### src/rtl/idex_hazard_stage_pkg.sv
// Shared types for the ID/EX hazard stage: FSM state encoding, XZR index, EX control bundle.
// Latency: n/a (types and constants only).
// Backpressure: n/a.
package idex_hazard_stage_pkg;

    // Stage FSM. STALL marks the single bubble cycle of a load-use interlock,
    // FLUSH marks the cycle after a taken branch (Branching is high there).
    typedef enum logic [1:0] {
        ST_RUN   = 2'b00,
        ST_STALL = 2'b01,
        ST_FLUSH = 2'b10
    } state_e;

    // XZR: reads as zero and discards writes, so it can never carry a dependency.
    localparam int unsigned ZERO_REG_IDX = 31;

    // Control bits that must be cleared for an EX bubble.
    typedef struct packed {
        logic valid;
        logic reg_write;
        logic mem_read;
        logic mem_write;
        logic branch;
    } ex_ctrl_t;

    localparam ex_ctrl_t BUBBLE_CTRL = '{
        valid:     1'b0,
        reg_write: 1'b0,
        mem_read:  1'b0,
        mem_write: 1'b0,
        branch:    1'b0
    };

endpackage

### src/rtl/idex_hazard_stage_if.sv
// Bundle of ID-side inputs and EX-side/stall outputs of the ID/EX hazard stage.
// Latency: n/a (wiring only).
// Backpressure: pc_write/ifid_write low = hold PC and IF/ID.
// Ports: slave = stage side (consumes id_*, branch_taken; drives ex_*, IDEX_*, Branching,
//        pc_write, ifid_write, counters); master = pipeline/testbench side.
interface idex_hazard_stage_if #(
    parameter int DATA_W  = 64,
    parameter int REG_W   = 5,
    parameter int ALUOP_W = 4,
    parameter int CNT_W   = 16
);
    // ID side
    logic               id_valid;
    logic [REG_W-1:0]   id_rm;
    logic [REG_W-1:0]   id_rn;
    logic [REG_W-1:0]   id_rd;
    logic               id_uses_rm;
    logic               id_uses_rn;
    logic               id_reg_write;
    logic               id_mem_read;
    logic               id_mem_write;
    logic               id_branch;
    logic [ALUOP_W-1:0] id_alu_op;
    logic [DATA_W-1:0]  id_rm_data;
    logic [DATA_W-1:0]  id_rn_data;
    logic [DATA_W-1:0]  id_imm;
    logic               branch_taken;

    // EX side
    logic               ex_valid;
    logic [REG_W-1:0]   IDEX_rm;
    logic [REG_W-1:0]   IDEX_rn;
    logic [REG_W-1:0]   IDEX_rd;
    logic               ex_reg_write;
    logic               ex_mem_read;
    logic               ex_mem_write;
    logic               ex_branch;
    logic [ALUOP_W-1:0] ex_alu_op;
    logic [DATA_W-1:0]  ex_rm_data;
    logic [DATA_W-1:0]  ex_rn_data;
    logic [DATA_W-1:0]  ex_imm;
    logic               Branching;

    // Stall controls and debug counters
    logic               pc_write;
    logic               ifid_write;
    logic [CNT_W-1:0]   stall_cnt;
    logic [CNT_W-1:0]   flush_cnt;

    modport slave (
        input  id_valid, id_rm, id_rn, id_rd, id_uses_rm, id_uses_rn,
               id_reg_write, id_mem_read, id_mem_write, id_branch, id_alu_op,
               id_rm_data, id_rn_data, id_imm, branch_taken,
        output ex_valid, IDEX_rm, IDEX_rn, IDEX_rd, ex_reg_write, ex_mem_read,
               ex_mem_write, ex_branch, ex_alu_op, ex_rm_data, ex_rn_data, ex_imm,
               Branching, pc_write, ifid_write, stall_cnt, flush_cnt
    );

    modport master (
        output id_valid, id_rm, id_rn, id_rd, id_uses_rm, id_uses_rn,
               id_reg_write, id_mem_read, id_mem_write, id_branch, id_alu_op,
               id_rm_data, id_rn_data, id_imm, branch_taken,
        input  ex_valid, IDEX_rm, IDEX_rn, IDEX_rd, ex_reg_write, ex_mem_read,
               ex_mem_write, ex_branch, ex_alu_op, ex_rm_data, ex_rn_data, ex_imm,
               Branching, pc_write, ifid_write, stall_cnt, flush_cnt
    );

endinterface

### src/rtl/idex_hazard_stage_hazard_detect.sv
// Load-use compare: a load in EX whose destination is read by the instruction in ID.
// Latency: combinational.
// Backpressure: none; result feeds the stage's stall decision.
// Ports: i_ex_* = EX-stage load info, i_id_* = ID sources, o_hazard = interlock request.
module idex_hazard_stage_hazard_detect #(
    parameter int REG_W    = 5,
    parameter int ZERO_REG = 31
) (
    input  logic             i_ex_valid,
    input  logic             i_ex_mem_read,
    input  logic             i_ex_reg_write,
    input  logic [REG_W-1:0] i_ex_rd,
    input  logic             i_id_valid,
    input  logic [REG_W-1:0] i_id_rm,
    input  logic [REG_W-1:0] i_id_rn,
    input  logic             i_id_uses_rm,
    input  logic             i_id_uses_rn,
    output logic             o_hazard
);

    logic w_ex_is_load;
    logic w_rm_hit;
    logic w_rn_hit;

    // A load targeting XZR produces nothing a consumer could wait on.
    assign w_ex_is_load = i_ex_valid && i_ex_mem_read && i_ex_reg_write &&
                          (i_ex_rd != REG_W'(ZERO_REG));

    // Only sources the instruction actually reads count; unused fields may hold junk.
    assign w_rm_hit = i_id_uses_rm && (i_id_rm == i_ex_rd);
    assign w_rn_hit = i_id_uses_rn && (i_id_rn == i_ex_rd);

    assign o_hazard = w_ex_is_load && i_id_valid && (w_rm_hit || w_rn_hit);

endmodule

### src/rtl/idex_hazard_stage.sv
// ID/EX pipeline register with load-use interlock, branch squash and bubble counters.
// Latency: 1 cycle ID->EX; a load-use hit costs exactly one bubble.
// Backpressure: pc_write/ifid_write drop (combinationally) for the stall cycle; a taken branch wins.
// Ports: clk, rst_n (async active-low); bus = idex_hazard_stage_if.slave with ID inputs,
//        registered EX outputs, Branching, pc_write/ifid_write, stall_cnt/flush_cnt.
module idex_hazard_stage
    import idex_hazard_stage_pkg::*;
#(
    parameter int DATA_W   = 64,
    parameter int REG_W    = 5,
    parameter int ALUOP_W  = 4,
    parameter int CNT_W    = 16,
    parameter int ZERO_REG = ZERO_REG_IDX
) (
    input  logic           clk,
    input  logic           rst_n,
    idex_hazard_stage_if.slave bus
);

    typedef struct packed {
        ex_ctrl_t           ctrl;
        logic [ALUOP_W-1:0] alu_op;
        logic [REG_W-1:0]   rm;
        logic [REG_W-1:0]   rn;
        logic [REG_W-1:0]   rd;
        logic [DATA_W-1:0]  rm_data;
        logic [DATA_W-1:0]  rn_data;
        logic [DATA_W-1:0]  imm;
    } ex_stage_t;

    state_e           r_state;
    ex_stage_t        r_ex;
    logic             r_branching;
    logic [CNT_W-1:0] r_stall_cnt;
    logic [CNT_W-1:0] r_flush_cnt;

    ex_stage_t w_id;
    ex_stage_t w_ex_nxt;
    logic      w_hazard;
    logic      w_flush;
    logic      w_stall;

    idex_hazard_stage_hazard_detect #(
        .REG_W    (REG_W),
        .ZERO_REG (ZERO_REG)
    ) u_hazard_detect (
        .i_ex_valid     (r_ex.ctrl.valid),
        .i_ex_mem_read  (r_ex.ctrl.mem_read),
        .i_ex_reg_write (r_ex.ctrl.reg_write),
        .i_ex_rd        (r_ex.rd),
        .i_id_valid     (bus.id_valid),
        .i_id_rm        (bus.id_rm),
        .i_id_rn        (bus.id_rn),
        .i_id_uses_rm   (bus.id_uses_rm),
        .i_id_uses_rn   (bus.id_uses_rn),
        .o_hazard       (w_hazard)
    );

    always_comb begin
        w_id                = '0;
        w_id.ctrl.valid     = bus.id_valid;
        w_id.ctrl.reg_write = bus.id_reg_write;
        w_id.ctrl.mem_read  = bus.id_mem_read;
        w_id.ctrl.mem_write = bus.id_mem_write;
        w_id.ctrl.branch    = bus.id_branch;
        w_id.alu_op         = bus.id_alu_op;
        w_id.rm             = bus.id_rm;
        w_id.rn             = bus.id_rn;
        w_id.rd             = bus.id_rd;
        w_id.rm_data        = bus.id_rm_data;
        w_id.rn_data        = bus.id_rn_data;
        w_id.imm            = bus.id_imm;
    end

    // The taken branch squashes whatever sits in ID, so it overrides the interlock.
    // In STALL the EX slot already holds a bubble, so no hazard can be pending there.
    assign w_flush = bus.branch_taken;
    assign w_stall = w_hazard && !w_flush && (r_state != ST_STALL);

    always_comb begin
        w_ex_nxt = w_id;
        if (w_flush || w_stall) begin
            w_ex_nxt      = '0;
            w_ex_nxt.ctrl = BUBBLE_CTRL;
        end
    end

    // FSM, EX register, Branching flag and saturating counters.
    always_ff @(posedge clk or negedge rst_n) begin
        if (!rst_n) begin
            r_state     <= ST_RUN;
            r_ex        <= '0;
            r_branching <= 1'b0;
            r_stall_cnt <= '0;
            r_flush_cnt <= '0;
        end else begin
            r_ex <= w_ex_nxt;

            case (r_state)
                ST_RUN, ST_FLUSH: begin
                    if (w_flush) begin
                        r_state <= ST_FLUSH;
                    end else if (w_stall) begin
                        r_state <= ST_STALL;
                    end else begin
                        r_state <= ST_RUN;
                    end
                end
                ST_STALL: begin
                    r_state <= w_flush ? ST_FLUSH : ST_RUN;
                end
                default: begin
                    r_state <= ST_RUN;
                end
            endcase

            // Registered so it is high exactly during the FLUSH cycle.
            r_branching <= w_flush;

            if (w_stall && (r_stall_cnt != {CNT_W{1'b1}})) begin
                r_stall_cnt <= r_stall_cnt + CNT_W'(1);
            end
            if (w_flush && (r_flush_cnt != {CNT_W{1'b1}})) begin
                r_flush_cnt <= r_flush_cnt + CNT_W'(1);
            end
        end
    end

    assign bus.ex_valid     = r_ex.ctrl.valid;
    assign bus.ex_reg_write = r_ex.ctrl.reg_write;
    assign bus.ex_mem_read  = r_ex.ctrl.mem_read;
    assign bus.ex_mem_write = r_ex.ctrl.mem_write;
    assign bus.ex_branch    = r_ex.ctrl.branch;
    assign bus.ex_alu_op    = r_ex.alu_op;
    assign bus.IDEX_rm      = r_ex.rm;
    assign bus.IDEX_rn      = r_ex.rn;
    assign bus.IDEX_rd      = r_ex.rd;
    assign bus.ex_rm_data   = r_ex.rm_data;
    assign bus.ex_rn_data   = r_ex.rn_data;
    assign bus.ex_imm       = r_ex.imm;
    assign bus.Branching    = r_branching;
    assign bus.pc_write     = !w_stall;
    assign bus.ifid_write   = !w_stall;
    assign bus.stall_cnt    = r_stall_cnt;
    assign bus.flush_cnt    = r_flush_cnt;

endmodule
### src/flat_wrapper.sv
// flat-port wrapper written by rule: the top's interface ports become plain ports
module idex_hazard_stage_flat import idex_hazard_stage_pkg::*;
#(
    parameter int DATA_W   = 64,
    parameter int REG_W    = 5,
    parameter int ALUOP_W  = 4,
    parameter int CNT_W    = 16,
    parameter int ZERO_REG = ZERO_REG_IDX
)
  (clk, rst_n, bus_id_valid, bus_id_rm, bus_id_rn, bus_id_rd, bus_id_uses_rm, bus_id_uses_rn, bus_id_reg_write, bus_id_mem_read, bus_id_mem_write, bus_id_branch, bus_id_alu_op, bus_id_rm_data, bus_id_rn_data, bus_id_imm, bus_branch_taken, bus_ex_valid, bus_IDEX_rm, bus_IDEX_rn, bus_IDEX_rd, bus_ex_reg_write, bus_ex_mem_read, bus_ex_mem_write, bus_ex_branch, bus_ex_alu_op, bus_ex_rm_data, bus_ex_rn_data, bus_ex_imm, bus_Branching, bus_pc_write, bus_ifid_write, bus_stall_cnt, bus_flush_cnt);
  idex_hazard_stage_if #(.DATA_W(DATA_W), .REG_W(REG_W), .ALUOP_W(ALUOP_W), .CNT_W(CNT_W)) bus_i ();
  input  logic clk;
  input  logic rst_n;
  input wire logic [$bits(bus_i.id_valid)-1:0] bus_id_valid;
  input wire logic [$bits(bus_i.id_rm)-1:0] bus_id_rm;
  input wire logic [$bits(bus_i.id_rn)-1:0] bus_id_rn;
  input wire logic [$bits(bus_i.id_rd)-1:0] bus_id_rd;
  input wire logic [$bits(bus_i.id_uses_rm)-1:0] bus_id_uses_rm;
  input wire logic [$bits(bus_i.id_uses_rn)-1:0] bus_id_uses_rn;
  input wire logic [$bits(bus_i.id_reg_write)-1:0] bus_id_reg_write;
  input wire logic [$bits(bus_i.id_mem_read)-1:0] bus_id_mem_read;
  input wire logic [$bits(bus_i.id_mem_write)-1:0] bus_id_mem_write;
  input wire logic [$bits(bus_i.id_branch)-1:0] bus_id_branch;
  input wire logic [$bits(bus_i.id_alu_op)-1:0] bus_id_alu_op;
  input wire logic [$bits(bus_i.id_rm_data)-1:0] bus_id_rm_data;
  input wire logic [$bits(bus_i.id_rn_data)-1:0] bus_id_rn_data;
  input wire logic [$bits(bus_i.id_imm)-1:0] bus_id_imm;
  input wire logic [$bits(bus_i.branch_taken)-1:0] bus_branch_taken;
  output wire logic [$bits(bus_i.ex_valid)-1:0] bus_ex_valid;
  output wire logic [$bits(bus_i.IDEX_rm)-1:0] bus_IDEX_rm;
  output wire logic [$bits(bus_i.IDEX_rn)-1:0] bus_IDEX_rn;
  output wire logic [$bits(bus_i.IDEX_rd)-1:0] bus_IDEX_rd;
  output wire logic [$bits(bus_i.ex_reg_write)-1:0] bus_ex_reg_write;
  output wire logic [$bits(bus_i.ex_mem_read)-1:0] bus_ex_mem_read;
  output wire logic [$bits(bus_i.ex_mem_write)-1:0] bus_ex_mem_write;
  output wire logic [$bits(bus_i.ex_branch)-1:0] bus_ex_branch;
  output wire logic [$bits(bus_i.ex_alu_op)-1:0] bus_ex_alu_op;
  output wire logic [$bits(bus_i.ex_rm_data)-1:0] bus_ex_rm_data;
  output wire logic [$bits(bus_i.ex_rn_data)-1:0] bus_ex_rn_data;
  output wire logic [$bits(bus_i.ex_imm)-1:0] bus_ex_imm;
  output wire logic [$bits(bus_i.Branching)-1:0] bus_Branching;
  output wire logic [$bits(bus_i.pc_write)-1:0] bus_pc_write;
  output wire logic [$bits(bus_i.ifid_write)-1:0] bus_ifid_write;
  output wire logic [$bits(bus_i.stall_cnt)-1:0] bus_stall_cnt;
  output wire logic [$bits(bus_i.flush_cnt)-1:0] bus_flush_cnt;
  assign bus_i.id_valid = bus_id_valid;
  assign bus_i.id_rm = bus_id_rm;
  assign bus_i.id_rn = bus_id_rn;
  assign bus_i.id_rd = bus_id_rd;
  assign bus_i.id_uses_rm = bus_id_uses_rm;
  assign bus_i.id_uses_rn = bus_id_uses_rn;
  assign bus_i.id_reg_write = bus_id_reg_write;
  assign bus_i.id_mem_read = bus_id_mem_read;
  assign bus_i.id_mem_write = bus_id_mem_write;
  assign bus_i.id_branch = bus_id_branch;
  assign bus_i.id_alu_op = bus_id_alu_op;
  assign bus_i.id_rm_data = bus_id_rm_data;
  assign bus_i.id_rn_data = bus_id_rn_data;
  assign bus_i.id_imm = bus_id_imm;
  assign bus_i.branch_taken = bus_branch_taken;
  assign bus_ex_valid = bus_i.ex_valid;
  assign bus_IDEX_rm = bus_i.IDEX_rm;
  assign bus_IDEX_rn = bus_i.IDEX_rn;
  assign bus_IDEX_rd = bus_i.IDEX_rd;
  assign bus_ex_reg_write = bus_i.ex_reg_write;
  assign bus_ex_mem_read = bus_i.ex_mem_read;
  assign bus_ex_mem_write = bus_i.ex_mem_write;
  assign bus_ex_branch = bus_i.ex_branch;
  assign bus_ex_alu_op = bus_i.ex_alu_op;
  assign bus_ex_rm_data = bus_i.ex_rm_data;
  assign bus_ex_rn_data = bus_i.ex_rn_data;
  assign bus_ex_imm = bus_i.ex_imm;
  assign bus_Branching = bus_i.Branching;
  assign bus_pc_write = bus_i.pc_write;
  assign bus_ifid_write = bus_i.ifid_write;
  assign bus_stall_cnt = bus_i.stall_cnt;
  assign bus_flush_cnt = bus_i.flush_cnt;
  idex_hazard_stage #(.DATA_W(DATA_W), .REG_W(REG_W), .ALUOP_W(ALUOP_W), .CNT_W(CNT_W), .ZERO_REG(ZERO_REG)) u_core (.clk(clk), .rst_n(rst_n), .bus(bus_i));
endmodule
### config.mk
export PLATFORM = sky130hd
export DESIGN_NAME = idex_hazard_stage_flat
export DESIGN_NICKNAME = d
export VERILOG_FILES = /design/src/rtl/idex_hazard_stage_pkg.sv /design/src/rtl/idex_hazard_stage_if.sv /design/src/rtl/idex_hazard_stage_hazard_detect.sv /design/src/rtl/idex_hazard_stage.sv /design/src/flat_wrapper.sv
export SDC_FILE = /design/constraint.sdc
export NUM_CORES = 1
export LEC_CHECK = 0
export ABC_AREA = 1
export CAP_MARGIN = 5
export CORE_AREA = 2 2 184 186
export CTS_CLUSTER_SIZE = 16
export DETAILED_ROUTE_END_ITERATION = 16
export DIE_AREA = 0 0 186 188
export PLACE_DENSITY = 0.59
export RECOVER_POWER = 100
export SLEW_MARGIN = 20
export SYNTH_ARGS = -nofsm -noshare
export SYNTH_HDL_FRONTEND = slang
export SYNTH_SLANG_ARGS = --single-unit
### constraint.sdc
create_clock -name clk -period 1.7 [get_ports clk]
set_input_delay 0.425 -clock clk [delete_from_list [all_inputs] [get_ports clk]]
set_output_delay 0.425 -clock clk [all_outputs]
set_load 0.01 [all_outputs]
==> results.md <==
* # fillers at 3,063
* Max Root-Sink Buffers at 3
* Peak VDD IR at around 0.00074 V
* Drt drc at 0
* Failing checks: negative setup slack
* Slew Viols, Final at 0
* Synthesized area at 9280 µm²
* Worst min-delay path endpoint: u_core.bus.ex_rm_data[0]
* Final setup margin at -0.478 ns
* Sequential cell area at 6290 µm²
* Nets at 1,752
* Via density at between 3 and 4
* Multi-input combinational cell area at approximately 1900 µm²
* Non-filler cells, final at ~2,000
* Largest net degree at the start of global routing at 58
* Initial antenna violation count at 7
* Required time of the critical path at ~1.3 ns
* Unrepaired setup endpoints after global routing: yes
* Area Growth Syn to Fin at 78.2%
* DRT iter0 DRCs at 337
* DIE HEIGHT at between 150 and 200 µm
* Hold Path Stages at 3
* R2R Setup Slk at -0.46 ns
* Post-layout min period at 2.18 ns
* Placed insts at approximately 1,900
* Core Box Area at ~33,000 µm²
* First-pass DRT Iterations at 4
* R2R Path Start: u_core.bus.IDEX_rd[3]
* DR WL/cell at approximately 15 µm
* Sequential share of the synthesized area at 67.7%
* Syn Area/Cell at about 9.6 µm²
* Clock Skew at ~0.016 ns
* Top Family by Delay on Critical Path: simple AND/OR/NAND/NOR gates
* CP max FO at 5
* Clock slew at reported path FFs at 0.06 ns
* Hold Crit Class: in2reg
* Synth area leaders: dfrtp_1, nor2_1, inv_1
* Slowest stage cell, crit path: dfrtp_2
* Share of cells above drive strength 1 at 11.7%
* Synth top cells by count: nor2_1, inv_1, dfrtp_1
* Crit start category: register
* First-pass GRT wire length at 46,900 µm
* Yosys top cell by area: dfrtp_1
* Total congestion overflow at 0
* Worst R2R End: u_core.bus.ex_rm_data[37]
* Worst hold start: bus_id_rm_data[0]
* Final Hold Viols at 0
* Final Util at between 40 and 50%
* Critical path's most frequent cell: nand2_2
* Post-synth EDFFs at 0
* CP peak stage delay at about 0.43 ns
* H-tree Lvls at 1
* Cell Pwr Density at between 900 and 1000 nW/µm²
* CP arrival at 1.75 ns
* Gate Count Post-Synth at 970
* CTS tree: done
* YS warnings at 0
* IO Port Bufs at roughly 470
* Post-route ant nets at 0
* Most common flop cell mapped by yosys: dfrtp_1
* Top cell type's share of synthesized area at approximately 68%
* Max Freq at between 400 and 500 MHz
* Insertion delay to the later sink of the worst-skew pair at around 0.55 ns
* Crit path buf inv count at 2
* # IOs at ~470
* Period utilization at 128%
* Vias in the first global route at approximately 8,300
* Clk root buf: clkbuf_16
* Total routed wirelength at 30,700 µm
* Setup-failing EPs final at around 450
* CTS Sinks at between 200 and 300
* Max Cap Viol at 0
* Count leader, synth: nor2_1
* DP Wirelength at between 20,000 and 25,000 µm
* Starting Density at 28.0%
* Netlist cell types at 20
* LEAKAGE at around 8.4 nW
* R2R depth at 14
* Crit path cell chain: inv_2 -> nand2_2 -> nand2_2 -> nor2_2 -> nand3_1 -> nand2_2 -> nand3_4 -> buf_6
* Vias at slightly below 8,000
* Die area at between 30,000 and 40,000 µm²
* Pre-CTS WS at -0.826 ns
* Num CTS Buffers at 30
* Final Hold Slack at roughly 0.38 ns
* Worst slew pin tran at approximately 1.2 ns
* Rows at between 60 and 70
* Gr usage total at between 15 and 20%
* Die width at between 150 and 200 µm
* Critical path class: reg2out
* Syn nets at 1,193
* Synth Register Bits at between 200 and 300
* Slew HR at 18.9%
* RePlAce Congestion at between 0.8 and 0.9
* Asr flop ratio synth at 100%
* Outcome: finished, violations left
* Worst Setup End Kind: output port
==> logic make-up after synthesis <==
group | synth area share, %
AOI/OAI and AO/OA | 0.916
adders and majority gates | 0.269
DFF | 67.7
xor gates and xnor gates | 1.42
and+or+nand+nor | 17.1
buffers and inverters | 12.6
==> where the power goes <==
part / internal (W) / switching (W) / total (W)
Sequential: 0.00632 / 0.000149 / 0.00647
Combinational: 0.00138 / 0.000977 / 0.00236
Clock: 0.00464 / 0.00252 / 0.00716
Total: 0.0123 / 0.00365 / 0.0160
==> layout by cell type (no fill, tap or decap), drive strengths merged, types with 3 or more instances in the layout <==
cell and instances:
clkdlybuf4s50 438, nor2 257, inv 256, dfrtp 251
nand2 108, buf 85, clkbuf 46, nand3 18
o21ai 14, clkdlybuf4s15 13, nor3 11, xor2 10
nand4 8, bufinv 7, bufbuf 7, xnor2 5
diode 4, dlygate4sd2 4, a21oi 3, clkinvlp 3
clkinv 3
==> sequential cells by signal, indices dropped and copies added, names as in the netlist <==
name and count:
u_core.bus.ex_valid 1, u_core.r_state 2, u_core.bus.IDEX_rd 5, u_core.bus.ex_branch 1, u_core.bus.ex_mem_read 1, u_core.bus.IDEX_rm 5
u_core.bus.ex_rn_data 64, u_core.bus.ex_reg_write 1, u_core.bus.IDEX_rn 5, u_core.bus.flush_cnt 16, u_core.bus.stall_cnt 16, u_core.bus.ex_alu_op 4
u_core.bus.Branching 1, u_core.bus.ex_rm_data 64, u_core.bus.ex_imm 64, u_core.bus.ex_mem_write 1
==> worst max-delay path by stage <==
stage,start,to,cells after the start
after floorplan,u_core.bus.IDEX_rd[1],bus_pc_write,9
after global placement,bus_id_rm[3],bus_ifid_write,9
after detailed placement,bus_id_rn[3],bus_ifid_write,9
after CTS,u_core.bus.IDEX_rd[3],bus_ifid_write,8
after global routing,u_core.bus.IDEX_rd[3],bus_ifid_write,8
final,u_core.bus.IDEX_rd[3],bus_ifid_write,8
==> tightest hold or removal path, stage by stage <==
cell             delay [ns]
clkdlybuf4s50_1        0.39
inv_1                  0.05
nor2_1                 0.03
==> per-stage QoR <==
| stage | area, µm² | total power (W) | setup TNS [ns] |
|---|---|---|---|
| floorplan | 9310 | 0.00721 | 0 |
| global placement | 14900 | 0.00882 | -179.86 |
| detailed placement | 14900 | 0.00883 | -171.16 |
| CTS | 16400 | 0.0162 | -113.52 |
| global route | 16500 | 0.0167 | -144.87 |
| finish | 16500 | 0.0160 | -98.27 |
==> layer usage <==
| metal | GRT usage [%] | wire length [µm] | vias up |
|---|---|---|---|
| li1 | - | - | 3872 |
| met1 | 19.5 | 11400 | 3660 |
| met2 | 30.2 | 15200 | 301 |
| met3 | 8.04 | 3550 | 49 |
| met4 | 4.03 | 536 | 4 |
| met5 | 0 | 32 | - |
==> layout make-up <==
type,count,share of cell area (%)
antenna,4,0.0605
multi-input combinational,437,11.5
sequential,251,38.0
inverter,256,5.81
clock inverter,13,1.52
clock buffer,42,5.30
timing repair buffer,553,34.5
tap,448,3.39
==> timing repair <==
action / in CTS / in global routing
endpoints found under the setup margin: 483 / 478
pin swaps: 4 / 3
resized for setup: 108 / 17
gates cloned: 7 / 2
hold buffers: 1 / 0
hold endpoints to repair: 31 / 0
buffers inserted: 16 / 1
No activity file was read; power rests on OpenSTA's default activity.
